<file path="src/rtl/tqvp_nkanderson_wdt_pkg.sv">
// Shared definitions for the windowed watchdog: register map, FSM states,
// CTRL/STATUS bit positions and the byte-lane write merge helper.
package tqvp_nkanderson_wdt_pkg;

  localparam logic [5:0] A_CTRL    = 6'h00;
  localparam logic [5:0] A_TIMEOUT = 6'h04;
  localparam logic [5:0] A_GRACE   = 6'h08;
  localparam logic [5:0] A_KICK    = 6'h0C;
  localparam logic [5:0] A_COUNT   = 6'h10;
  localparam logic [5:0] A_STATUS  = 6'h14;
  localparam logic [5:0] A_WINDOW  = 6'h18;

  typedef enum logic [1:0] {
    IDLE = 2'd0,
    RUN  = 2'd1,
    BARK = 2'd2,
    BITE = 2'd3
  } wdt_state_e;

  localparam int CTRL_EN       = 0;
  localparam int CTRL_LOCK     = 1;
  localparam int CTRL_BITE_IRQ = 2;
  localparam int CTRL_EXT_KICK = 3;

  localparam int ST_BARK    = 0;
  localparam int ST_BITE    = 1;
  localparam int ST_BADKICK = 2;

  // Byte lane 0 takes any write, lane 1 half/word, lanes 2-3 word only.
  function automatic logic [31:0] lane_merge(input logic [31:0] old,
                                             input logic [31:0] wd,
                                             input logic [1:0]  wr_n);
    logic [31:0] r;
    r = old;
    if (wr_n != 2'b11) r[7:0] = wd[7:0];
    if (wr_n == 2'b01 || wr_n == 2'b10) r[15:8] = wd[15:8];
    if (wr_n == 2'b10) r[31:16] = wd[31:16];
    return r;
  endfunction

endpackage

</file>
<file path="src/rtl/tqvp_nkanderson_wdt_prescaler.sv">
// Free-running 16-bit prescaler. Ticks when the low PS bits are all ones,
// so PS=0 ticks every enabled cycle and PS=n ticks every 2^n cycles.
module tqvp_nkanderson_wdt_prescaler (
  input  logic       clk,
  input  logic       rst_n,
  input  logic       i_en,
  input  logic       i_clr,
  input  logic [3:0] i_ps,
  output logic       o_tick
);

  logic [15:0] r_cnt;
  logic [15:0] w_mask;

  assign w_mask = (16'h0001 << i_ps) - 16'h0001;
  assign o_tick = i_en && ((r_cnt & w_mask) == w_mask);

  // Count while enabled; a clear restarts the tick phase.
  always_ff @(posedge clk or negedge rst_n) begin
    if (!rst_n)     r_cnt <= '0;
    else if (i_clr) r_cnt <= '0;
    else if (i_en)  r_cnt <= r_cnt + 16'h0001;
  end

endmodule

</file>
<file path="src/rtl/tqvp_nkanderson_wdt_win.sv">
// Two-stage windowed watchdog for the TinyQV peripheral slot.
// First expiry raises bark (interrupt), second raises a timed bite pulse.
// Optional feature: define WDT_WINDOW_EN to add the WINDOW register and
// the too-early-kick check.
module tqvp_nkanderson_wdt_win
  import tqvp_nkanderson_wdt_pkg::*;
#(
  parameter int          CNT_W      = 24,
  parameter logic [31:0] KICK_KEY   = 32'h5A5A_A5A5,
  parameter int          BITE_PULSE = 16
) (
  input  logic        clk,
  input  logic        rst_n,
  input  logic [7:0]  ui_in,
  output logic [7:0]  uo_out,
  input  logic [5:0]  address,
  input  logic [31:0] data_in,
  input  logic [1:0]  data_write_n,
  input  logic [1:0]  data_read_n,
  output logic [31:0] data_out,
  output logic        data_ready,
  output logic        user_interrupt
);

  localparam int BW = (BITE_PULSE > 1) ? $clog2(BITE_PULSE) : 1;

  wdt_state_e       r_state, w_state_nxt;
  logic [7:0]       r_ctrl;
  logic [CNT_W-1:0] r_timeout, r_grace, r_count;
  logic [2:0]       r_status;
  logic             r_bite_on;
  logic [BW-1:0]    r_bite_cnt;
  logic             r_ext_q;

  logic        w_wr, w_tick;
  logic        w_ctrl_we, w_to_we, w_gr_we, w_st_we;
  logic [31:0] w_ctrl_m, w_to_m, w_gr_m;
  logic        w_kick_wr, w_key_ok, w_sw_kick, w_ext_kick, w_kick, w_too_early;
  logic        w_ld_to, w_ld_gr, w_dec, w_psc_clr;
  logic        w_set_bark, w_set_bite, w_bite_go, w_win_bad;
  logic [2:0]  w_st_set, w_st_clr;
  logic        w_unused;

  // ---------------- bus decode ----------------
  assign w_wr      = (data_write_n != 2'b11);
  assign w_ctrl_we = w_wr && (address == A_CTRL)    && !r_ctrl[CTRL_LOCK];
  assign w_to_we   = w_wr && (address == A_TIMEOUT) && !r_ctrl[CTRL_LOCK];
  assign w_gr_we   = w_wr && (address == A_GRACE)   && !r_ctrl[CTRL_LOCK];
  assign w_st_we   = w_wr && (address == A_STATUS);

  assign w_ctrl_m = lane_merge({24'h0, r_ctrl}, data_in, data_write_n);
  assign w_to_m   = lane_merge(32'(r_timeout), data_in, data_write_n);
  assign w_gr_m   = lane_merge(32'(r_grace), data_in, data_write_n);

  // Only a full-word write of the key counts; anything else is a bad kick.
  assign w_kick_wr  = w_wr && (address == A_KICK);
  assign w_key_ok   = (data_write_n == 2'b10) && (data_in == KICK_KEY);
  assign w_sw_kick  = w_kick_wr && w_key_ok;
  assign w_ext_kick = r_ctrl[CTRL_EXT_KICK] && ui_in[5] && !r_ext_q;
  assign w_kick     = w_sw_kick || w_ext_kick;

`ifdef WDT_WINDOW_EN
  logic [CNT_W-1:0] r_window;
  logic             w_win_we;
  logic [31:0]      w_win_m;

  assign w_win_we    = w_wr && (address == A_WINDOW) && !r_ctrl[CTRL_LOCK];
  assign w_win_m     = lane_merge(32'(r_window), data_in, data_write_n);
  assign w_too_early = (r_window != '0) && (r_count > r_window);

  // Window register; zero disables the early-kick check.
  always_ff @(posedge clk or negedge rst_n) begin
    if (!rst_n)        r_window <= '0;
    else if (w_win_we) r_window <= w_win_m[CNT_W-1:0];
  end
`else
  logic [31:0] w_win_m;
  assign w_win_m     = 32'h0;
  assign w_too_early = 1'b0;
`endif

  // Configuration registers; lock freezes them until reset.
  always_ff @(posedge clk or negedge rst_n) begin
    if (!rst_n) begin
      r_ctrl    <= '0;
      r_timeout <= '0;
      r_grace   <= '0;
    end else begin
      if (w_ctrl_we) r_ctrl    <= w_ctrl_m[7:0];
      if (w_to_we)   r_timeout <= w_to_m[CNT_W-1:0];
      if (w_gr_we)   r_grace   <= w_gr_m[CNT_W-1:0];
    end
  end

  // Previous level of the (already synchronised) external kick pin.
  always_ff @(posedge clk or negedge rst_n) begin
    if (!rst_n) r_ext_q <= 1'b0;
    else        r_ext_q <= ui_in[5];
  end

  // ---------------- prescaler ----------------
  tqvp_nkanderson_wdt_prescaler u_psc (
    .clk    (clk),
    .rst_n  (rst_n),
    .i_en   (r_state != IDLE),
    .i_clr  (w_psc_clr),
    .i_ps   (r_ctrl[7:4]),
    .o_tick (w_tick)
  );

  // ---------------- FSM ----------------
  // State register.
  always_ff @(posedge clk or negedge rst_n) begin
    if (!rst_n) r_state <= IDLE;
    else        r_state <= w_state_nxt;
  end

  // Next state and datapath strobes; disable wins, then kick beats expiry.
  always_comb begin
    w_state_nxt = r_state;
    w_ld_to     = 1'b0;
    w_ld_gr     = 1'b0;
    w_dec       = 1'b0;
    w_psc_clr   = 1'b0;
    w_set_bark  = 1'b0;
    w_set_bite  = 1'b0;
    w_bite_go   = 1'b0;
    w_win_bad   = 1'b0;
    if (!r_ctrl[CTRL_EN]) begin
      w_state_nxt = IDLE;
    end else begin
      case (r_state)
        IDLE: begin
          w_state_nxt = RUN;
          w_ld_to     = 1'b1;
          w_psc_clr   = 1'b1;
        end
        RUN: begin
          if (w_kick && w_too_early) begin
            w_state_nxt = BITE;
            w_win_bad   = 1'b1;
            w_set_bite  = 1'b1;
            w_bite_go   = 1'b1;
            w_ld_to     = 1'b1;
          end else if (w_kick) begin
            w_ld_to   = 1'b1;
            w_psc_clr = 1'b1;
          end else if (w_tick) begin
            if (r_count == '0) begin
              w_state_nxt = BARK;
              w_set_bark  = 1'b1;
              w_ld_gr     = 1'b1;
            end else begin
              w_dec = 1'b1;
            end
          end
        end
        BARK: begin
          if (w_kick) begin
            w_state_nxt = RUN;
            w_ld_to     = 1'b1;
            w_psc_clr   = 1'b1;
          end else if (w_tick) begin
            if (r_count == '0) begin
              w_state_nxt = BITE;
              w_set_bite  = 1'b1;
              w_bite_go   = 1'b1;
              w_ld_to     = 1'b1;
            end else begin
              w_dec = 1'b1;
            end
          end
        end
        BITE: begin
          if (!r_bite_on || (r_bite_cnt == '0)) w_state_nxt = RUN;
        end
        default: w_state_nxt = IDLE;
      endcase
    end
  end

  // Stage counter: reload on stage entry/kick, saturating decrement on tick.
  always_ff @(posedge clk or negedge rst_n) begin
    if (!rst_n)       r_count <= '0;
    else if (w_ld_to) r_count <= r_timeout;
    else if (w_ld_gr) r_count <= r_grace;
    else if (w_dec)   r_count <= r_count - CNT_W'(1);
  end

  // Bite pulse timer; runs to completion even if the FSM leaves BITE.
  always_ff @(posedge clk or negedge rst_n) begin
    if (!rst_n) begin
      r_bite_on  <= 1'b0;
      r_bite_cnt <= '0;
    end else if (w_bite_go) begin
      r_bite_on  <= 1'b1;
      r_bite_cnt <= BW'(BITE_PULSE - 1);
    end else if (r_bite_on) begin
      if (r_bite_cnt == '0) r_bite_on  <= 1'b0;
      else                  r_bite_cnt <= r_bite_cnt - BW'(1);
    end
  end

  // STATUS W1C; a hardware set on the same cycle wins over the clear.
  assign w_st_set = {w_win_bad || (w_kick_wr && !w_key_ok), w_set_bite, w_set_bark};
  assign w_st_clr = w_st_we ? data_in[2:0] : 3'b000;

  always_ff @(posedge clk or negedge rst_n) begin
    if (!rst_n) r_status <= '0;
    else        r_status <= w_st_set | (r_status & ~w_st_clr);
  end

  // ---------------- outputs ----------------
  // Side-effect-free read mux.
  always_comb begin
    data_out = 32'h0;
    case (address)
      A_CTRL:    data_out = {24'h0, r_ctrl};
      A_TIMEOUT: data_out = 32'(r_timeout);
      A_GRACE:   data_out = 32'(r_grace);
      A_COUNT:   data_out = 32'(r_count);
      A_STATUS:  data_out = {29'h0, r_status};
`ifdef WDT_WINDOW_EN
      A_WINDOW:  data_out = 32'(r_window);
`endif
      default:   data_out = 32'h0;
    endcase
  end

  assign data_ready     = 1'b1;
  assign uo_out         = {4'b0000, (r_state != IDLE), r_status[ST_BARK], r_bite_on, 1'b0};
  assign user_interrupt = r_status[ST_BARK] || r_status[ST_BADKICK] ||
                          (r_ctrl[CTRL_BITE_IRQ] && r_status[ST_BITE]);

  assign w_unused = ^{data_read_n, ui_in, w_ctrl_m, w_to_m, w_gr_m, w_win_m};

endmodule
</file>
<file path="config.mk">
export PLATFORM = sky130hd
export DESIGN_NAME = tqvp_nkanderson_wdt_win
export DESIGN_NICKNAME = d
export VERILOG_FILES = /design/src/rtl/tqvp_nkanderson_wdt_pkg.sv /design/src/rtl/tqvp_nkanderson_wdt_prescaler.sv /design/src/rtl/tqvp_nkanderson_wdt_win.sv
export SDC_FILE = /design/constraint.sdc
export NUM_CORES = 1
export LEC_CHECK = 0
export BUFFER_PORTS_ARGS = -buffer_cell sky130_fd_sc_hd__buf_2
export CORE_MARGIN = 2
export CORE_UTILIZATION = 31
export CTS_BUF_LIST = sky130_fd_sc_hd__clkbuf_4 sky130_fd_sc_hd__clkbuf_8 sky130_fd_sc_hd__clkbuf_16
export DETAILED_ROUTE_END_ITERATION = 6
export SYNTH_ARGS = -nofsm -noshare
export SYNTH_HDL_FRONTEND = slang
export SYNTH_SLANG_ARGS = --single-unit
export TNS_END_PERCENT = 20
</file>
<file path="constraint.sdc">
create_clock -name clk -period 8 [get_ports clk]
set_clock_uncertainty 0.15 [all_clocks]
set_input_delay 1.6 -clock clk [delete_from_list [all_inputs] [get_ports clk]]
set_output_delay 1.6 -clock clk [all_outputs]
set_load 0.01 [all_outputs]
</file>
## Word level (Yosys, flattened, before mapping)

Cells that the tools add are included.

| operators by class | value |
|---|---|
| shift operators | 1 |
| equal/unequal tests | 20 |
| bitwise gates (word level) | 4 |
| multiplexer cells | 40 |
| order comparisons | 0 |
| div/mod/pow operators | 0 |
| multipliers | 0 |
| add/subtract/negate cells | 4 |
| reduce and logical (&&, ||, !) cells | 42 |

Operators with widths:

| cell | number |
|---|---|
| case mux 24 bit (5 select lines) | 1 |
| 2-to-1 mux 24 bit | 3 |
| == test 32 x 31 -> 1 bit (second input constant) | 1 |
| 2-to-1 mux 16 bit | 2 |
| logical NOT 24 bit | 1 |
| subtractor 24 x 1 -> 24 bit (second input constant) | 1 |
| 2-to-1 mux 1 bit | 19 |
| adder 16 x 1 -> 16 bit (second input constant) | 1 |
| bitwise AND 16 bit | 1 |
| == test 16 bit | 1 |
| 2-to-1 mux 2 bit | 8 |
| AND reduction 2 bit | 8 |
| << shifter 1 x 4 -> 16 bit (first input constant) | 1 |
| subtractor 16 x 1 -> 16 bit (second input constant) | 1 |
| logical AND 1 bit | 15 |
| == test 6 x 4 -> 1 bit (second input constant) | 2 |
| == test 6 x 5 -> 1 bit (second input constant) | 2 |
| 2-to-1 mux 4 bit | 3 |
| inequality test 3 bit (second input constant) | 3 |
| case mux 2 bit (4 select lines) | 1 |
| == test 2 bit (second input constant) | 3 |
| == test 6 x 3 -> 1 bit (second input constant) | 1 |
| logical NOT 6 bit | 1 |
| AND reduction 6 bit | 1 |
| 19 further kinds | 30 |

| word-level totals | value |
|---|---|
| latch bits | 0 |
| word-level logic and storage cells | 125 |
| RAM bits | 0 |
| memories | 0 |
| bits in read-only memories | 0 |
| bits of input ports | 52 |
| register bits after elaboration | 107 |

## Longest topological paths before layout

Gate-level depths: netlist of run 1.

| depth | value |
|---|---|
| word-level depth | 12 |
| gate-level depth with buffers | 14 |
| depth with buffers taken out | 10 |

## By module

From an unflattened synthesis of run 1, not the netlist that was laid out.

| second synthesis, totals | value |
|---|---|
| cells, all modules | 666 |
| area, all modules | 6446.2 sq um |

Modules (own cells, without submodules):

| module | seq. area each (sq um) | cells an instance | area each (sq um) | times used |
|---|---|---|---|---|
| tqvp_nkanderson_wdt_win | 2277.2 | 549 | 5417.7 | 1 |
| tqvp_nkanderson_wdt_prescaler | 375.4 | 117 | 1028.5 | 1 |

## Worst setup path before layout of run 1

OpenSTA, ideal clock, no wires.

| timing path | value |
|---|---|
| path type | in2out |
| from | in address[1] |
| to | out data_out[11] |
| path buffers | 2 |
| stages | 7 |
| required time | 6250 ps |
| slack | 3108 ps |
| arrival | 3142 ps |
| cells stage by stage | or3_4 -> or3_1 -> buf_2 -> nor2_4 -> clkbuf_1 -> a222oi_1 -> inv_1 |

| between the ends | value |
|---|---|
| cells in the longest elaborated chain, start to end | 2 |

RTL lines:

| item | line | source |
|---|---|---|
| start: declaration | tqvp_nkanderson_wdt_win.sv:16 | `input logic [5:0] address,` |
| == test 6 x 5 -> 1 bit, or another cell as far along | tqvp_nkanderson_wdt_win.sv:217 | `case (address)` |
| case mux 24 bit (5 select lines) (*) | tqvp_nkanderson_wdt_win.sv:217 |  |
| end: declaration | tqvp_nkanderson_wdt_win.sv:20 | `output logic [31:0] data_out,` |

Mark *: on every way between the ends. The rest lies on a longest branch, timed or not.

## Final worst setup path of run 1

| timing path | value |
|---|---|
| from | in address[1] |
| to | out data_out[9] |

Same word-level chain as after synthesis.

==> summary.md, run 1 <==
| Metric | Value |
|---|---|
| Status | complete, no violations |
| Top cell type's share of synthesized area | 0.388 |
| Post-Synth XOR/XNOR Area | 0.0218 |
| Slowest CP cell | and2_1 |
| Clock-pin slew on the worst setup and hold paths | 0.07 ns |
| Worst skew pair latency | ~0.36 ns |
| DR WL/cell | 19.0 um |
| Syn. warnings | 0 |
| Nets | about 800 |
| Final instance area | approximately 0.0076 mm^2 |
| Hold EP | r_status[1] |
| CP Data Required Time | approximately 6.3 ns |
| Final Max Slew Viols | 0 |
| Adder-Cell Fraction of Synth Area | 0.0238 |
| R2R setup slack | 3.86 ns |
| VDD IR max | around 120 uV |
| Reg2Reg Depth | 9 |
| Share of cells above drive strength 1 | 0.241 |
| Hold Crit Depth | 2 |
| Clk buf depth | 2 |
| TritonRoute pass-1 iters | 7 |
| Area leader, netlist | dfrtp_1 |
| # setup viols final | 0 |
| Hold Buf Count CTS | 0 |
| Dpl hpwl | between 10000 and 15000 um |
| Post-Syn Instances | 710 |
| CTS Buf Count | 9 |
| Tcrit/Tclk final | 0.717 |
| Startpoint types | input port |
| Complex-gate fraction of the synthesized area | 0.200 |
| Tightest Pin Transition | 1.09 ns |
| Routed Antenna Nets | 0 |
| Metal-1 WL | about 9000 um |
| Postcts setup bufs | 0 |
| P_leak | around 3.4 nW |
| Synth Area per Inst | ~9.6 um^2 |
| Met2 WL | between 8000 and 9000 um |
| Crit. End Element | output pin |
| Die Area | 0.0232 mm^2 |
| Final TNS setup | 0 ns |
| Core Region | ~0.022 mm^2 |
| Vias per cell | 5.45 |
| Unique cell type count in the Yosys netlist | just under 80 |
| Post-synth EDFFs | 0 |
| Worst path max stage delay | around 0.9 ns |
| Chip Width | 152 um |
| RSZ-0062 raised after global routing | false |
| Clock root buffer | clkbuf_16 |
| Total number of vias | 5650 |
| Post-DP Area | 0.00725 mm^2 |
| Worst r2r dst | r_count[10] |
| Largest family of logic cells by synthesized area | compound AO/OA/AOI/OAI gates |
| Initial Util | 0.314 |
| I/O pin count | 94 |
| Relative slew slack | 0.274 |
| Row count | 54 |
| CTS tree | built |
| Post-synth top flop | dfrtp_1 |
| Initial antenna violation count | 5 |
| Met3 routed WL | ~1500 um |
| Area added between synthesis and finish | 10.7% |
| I/O Buffers | 70 |
| Pwr per Cell Area | 224 mW/mm^2 |
| Top Metal Used | met5 |
| GP Congestion | approximately 0.85 |
| HP Class | reg -> reg |
| Portion of netlist area occupied by mux cells | 0.101 |
| Max Clock Freq | 174 MHz |
| Sequential share of the synthesized area | 0.388 |
| DIE HEIGHT | 152 um |
| Most frequent CP cell | buf_2 |
| Pin count of the biggest net entering global routing | between 60 and 70 |
| Crit path DAT | ~4 ns |
| CP max FO | 22 |
| Fin Hold WS | about 0.38 ns |
| First-pass GRT wire length | roughly 31000 um |
| Final core utilization | 0.347 |
| DRC | 0 |
| Yosys reg bits | 106 |
| Hold_sp | r_status[1] |
| Vias in the first global route | roughly 5600 |
| Final hold viol count | 0 |
| Initial drt markers | about 470 |
| CP cell instances | buf_2 > or3_4 > nor3b_1 > and2_1 > a222oi_1 > inv_1 > buf_2 |
| Sink Count | approximately 110 |
| Post-synthesis simple-gate area fraction | 0.191 |
| Total wire length after detailed routing | about 20000 um |
| Synthesized cell area | approximately 0.0068 mm^2 |
| Total power | about 1.7 mW |
| Min Tclk post-route | 5.74 ns |
| Top post-synthesis cells by area | dfrtp_1, mux2_2, nor2_1 |
| Max-cap violations | 0 |
| Post_cts resized | 0 |
| Asr flop ratio synth | 1.00 |
| Reg2reg start | r_ctrl[5] |
| Global-route usage over all layers | 0.170 |
| H-tree levels | 3 |
| Kind of critical path | in -> out |
| Total overflow reported by the global router | 0 |
area by class of cell:
| cell class | count | area [um^2] |
|---|---|---|
| Antenna cell | 1 | 2.50 |
| Clock buffer | 9 | 225 |
| Clock inverter | 7 | 77.6 |
| Fill cell | 2284 | 14200 |
| Inverter | 36 | 135 |
| Multi-Input combinational cell | 523 | 3730 |
| Sequential cell | 106 | 2650 |
| Tap cell | 280 | 350 |
| Timing Repair Buffer | 74 | 383 |
state kept, by name (all words and copies together), names as in the netlist, 2 cells and up:
signal,count
r_status,3
r_ctrl,8
r_bite_cnt,4
r_timeout,24
r_grace,24
r_count,24
u_psc.r_cnt,15
r_state,2
critical path, delay by kind of cell:
kind                   cells  cell delay (ns)
AOI/OAI and AO/OA          1             0.34
and+or+nand+nor            3             1.72
buffers and inverters      3             0.32
where the power goes:
part           internal, mW  total (mW)  switching [mW]
Sequential            0.622       0.756           0.134
Clock                 0.246       0.462           0.216
Combinational         0.194       0.472           0.278
logic make-up (layout without fill, tap and decap cells):
| family | Yosys count | in the layout |
|---|---|---|
| buffers and inverters | 93 | 126 |
| xor gates and xnor gates | 17 | 17 |
| AOI/OAI and AO/OA | 179 | 179 |
| muxes | 62 | 62 |
| DFF | 106 | 106 |
| and+or+nand+nor | 238 | 238 |
| adders and majority gates | 13 | 13 |
| other | 2 | 15 |
per-layer routing:
| metal | GRT usage | vias up |
|---|---|---|
| met5 | 0 | - |
| met4 | 0.0578 | 6 |
| met3 | 0.0370 | 24 |
| met2 | 0.261 | 206 |
| met1 | 0.237 | 2759 |
| li1 | - | 2655 |
worst max-delay path by stage:
stage	from	end	slack, ns	cells past startpoint
floorplan	address[1]	data_out[11]	3.11	7
global placement	address[1]	data_out[9]	2.25	7
detailed placement	address[1]	data_out[9]	2.24	7
CTS	address[1]	data_out[9]	2.28	7
global route	address[1]	data_out[9]	2.08	7
finish	address[1]	data_out[9]	2.26	7
cells in the final DEF (no fill, tap or decap), drive strengths merged, types with 14 or more instances in the layout:
| master | netlist | layout |
|---|---|---|
| dfrtp | 106 | 106 |
| buf | 41 | 74 |
| nor2 | 69 | 69 |
| mux2 | 54 | 54 |
| nand2 | 52 | 52 |
| inv | 35 | 37 |
| a21oi | 37 | 37 |
| nand3 | 22 | 22 |
| o21ai | 22 | 22 |
| o31ai | 22 | 22 |
| a222oi | 19 | 19 |
| o211ai | 19 | 19 |
| conb | 2 | 14 |
synth_stat cells (all sizes together) (5+ instances only):
cell and count:
a211o 5, a211oi 6, a21o 5, a21oi 37, a221o 5, a222oi 19, a31oi 5, and2 10
and3 9, and4 5, buf 41, clkbuf 16, dfrtp 106, ha 13, inv 35, mux2 54
mux2i 8, nand2 52, nand2b 11, nand3 22, nand4 8, nor2 69, nor2b 5, nor3 13
nor4 6, nor4bb 5, o211ai 19, o21ai 22, o31a 5, o31ai 22, xnor2 8, xor2 9
through the flow:
stage / cells / setup WS (ns)
after floorplan: 722 / 3.11
after global placement: 1019 / 2.25
after detailed placement: 1019 / 2.24
final: 1036 / 2.26
after CTS: 1035 / 2.28
after global routing: 1036 / 2.08
No activity file was read; power rests on OpenSTA's default activity.
==> inputs of run 2 (changes only) <==
- clock period: 8 -> 5.8 ns (I/O delays scaled with it)
==> summary.md, run 2 (synthesis results as in run 1) <==
| Metric | Value |
|---|---|
| Status | complete, but fails checks |
| Failing checks | design-rule violations |
| CTS tree | built |
| Pwr per Cell Area | around 320 mW/mm^2 |
| Share of cells above drive strength 1 | 0.244 |
| TritonRoute pass-1 iters | 7 |
| VDD IR max | 157 uV |
| # setup viols final | 0 |
| Core Region | 0.0218 mm^2 |
| Final hold viol count | 0 |
| CP max FO | 18 |
| Global-route usage over all layers | 0.172 |
| Max Clock Freq | approximately 220 MHz |
| First-pass GRT wire length | 31900 um |
| H-tree levels | 3 |
| Startpoint types | input port |
| DRC | 9 |
| Most common cell after layout, fill and taps aside | dfrtp_1 |
| Tcrit/Tclk final | 0.784 |
| Post_cts resized | 0 |
| Final TNS setup | 0 ns |
| Clock-pin slew on the worst setup and hold paths | 0.07 ns |
| Postcts setup bufs | 0 |
| Die Area | approximately 0.023 mm^2 |
| HP Class | reg -> reg |
| Pin count of the biggest net entering global routing | 80 |
| Crit path DAT | between 3 and 4 ns |
| Initial antenna violation count | 4 |
| Hold Buf Count CTS | 0 |
| Area added between synthesis and finish | 11.8% |
| Total overflow reported by the global router | 0 |
| Worst skew pair latency | about 0.36 ns |
| Clk buf depth | 2 |
| Initial Util | 0.314 |
| Nets | 819 |
| Final Non-Filler Cells | slightly above 1000 |
| Relative slew slack | 0.304 |
| Regs by FF count | r_count x24, r_grace x24, r_timeout x24 |
| Commonest non-fill, non-tap cells in the layout | dfrtp_1, buf_2, nor2_1 |
| Area of the multi-input gates | 0.00372 mm^2 |
| Total number of vias | roughly 5800 |
| Sink Count | around 110 |
| Kind of critical path | in -> out |
| Total wire length after detailed routing | a little under 20000 um |
| Routed Antenna Nets | 0 |
| Initial drt markers | roughly 430 |
| RSZ-0062 raised after global routing | false |
| P_leak | 3.46 nW |
| Max-cap violations | 0 |
| DR WL/cell | 19.1 um |
| CP Data Required Time | 4.49 ns |
| Final Max Slew Viols | 0 |
| Row count | 54 |
| DIE HEIGHT | around 150 um |
| Dpl cells | slightly above 1000 |
| Vias in the first global route | 5599 |
| Tightest Pin Transition | 1.04 ns |
| Sequential cell area | 0.00265 mm^2 |
| Clock root buffer | clkbuf_16 |
| GP Congestion | ~0.86 |
| Dpl hpwl | between 10000 and 15000 um |
| Crit. End Element | output pin |
| I/O pin count | between 90 and 100 |
| # fillers | between 2000 and 2500 |
| Vias per cell | between 5 and 6 |
| CTS Buf Count | 9 |
| Chip Width | approximately 150 um |
| Min Tclk post-route | between 4 and 5 ns |
| I/O Buffers | 70 |
## run 2: layout make-up
| cell class | instances | share of cell area |
|---|---|---|
| Multi-Input combinational cell | 523 | 0.488 |
| Sequential cell | 106 | 0.347 |
| Timing Repair Buffer | 78 | 0.0541 |
| Tap cell | 280 | 0.0459 |
| Clock buffer | 9 | 0.0295 |
| Inverter | 36 | 0.0177 |
| Clock inverter | 6 | 0.0170 |
| Antenna cell | 1 | 0.000328 |
## run 2: routing by layer
metal / part of all wire / vias to the layer above / global-route usage
li1: - / 2667 / -
met1: 0.46 / 2873 / 0.240
met2: 0.44 / 198 / 0.259
met3: 0.072 / 40 / 0.0412
met4: 0.024 / 4 / 0.0644
met5: 0.0014 / - / 0
## run 2: critical path, stage by stage
cell and delay, ns:
buf_2 0.09, or3_4 0.41, or3_1 0.56, nor2_4 0.53, a222oi_1 0.26, inv_1 0.09, buf_2 0.13
## run 2: worst paths after layout
path / startpoint / cells after the start / endpoint / slack [ns]
setup / recovery: address[1] / 7 / data_out[13] / 1.25
hold / removal: r_status[2] / 1 / r_status[2] / 0.38
setup reg to reg: r_ctrl[5] / 9 / r_count[15] / 1.72
hold reg to reg: r_status[2] / 1 / r_status[2] / 0.38
max in group asynchronous: rst_n / 2 / r_count[10] / 3.71
min in group asynchronous: rst_n / 1 / u_psc.r_cnt[8] / 0.81
## run 2: power by group
part | internal [mW] | switching (mW)
combinational | 0.269 | 0.385
sequential | 0.859 | 0.183
clock | 0.462 | 0.276
## run 2: stage by stage
| step | setup slack (ns) | hold slack [ns] | power [mW] | util | cell area, um^2 |
|---|---|---|---|---|---|
| CTS | 1.29 | 0.382 | 2.44 | 0.351 | 7630 |
| global placement | 1.30 | 0.359 | 1.69 | 0.334 | 7280 |
| floorplan | 1.79 | 0.320 | 1.50 | - | 6870 |
| finish | 1.25 | 0.382 | 2.43 | 0.351 | 7630 |
| detailed placement | 1.28 | 0.365 | 1.70 | 0.334 | 7280 |
| global route | 1.14 | 0.398 | 2.57 | 0.351 | 7630 |
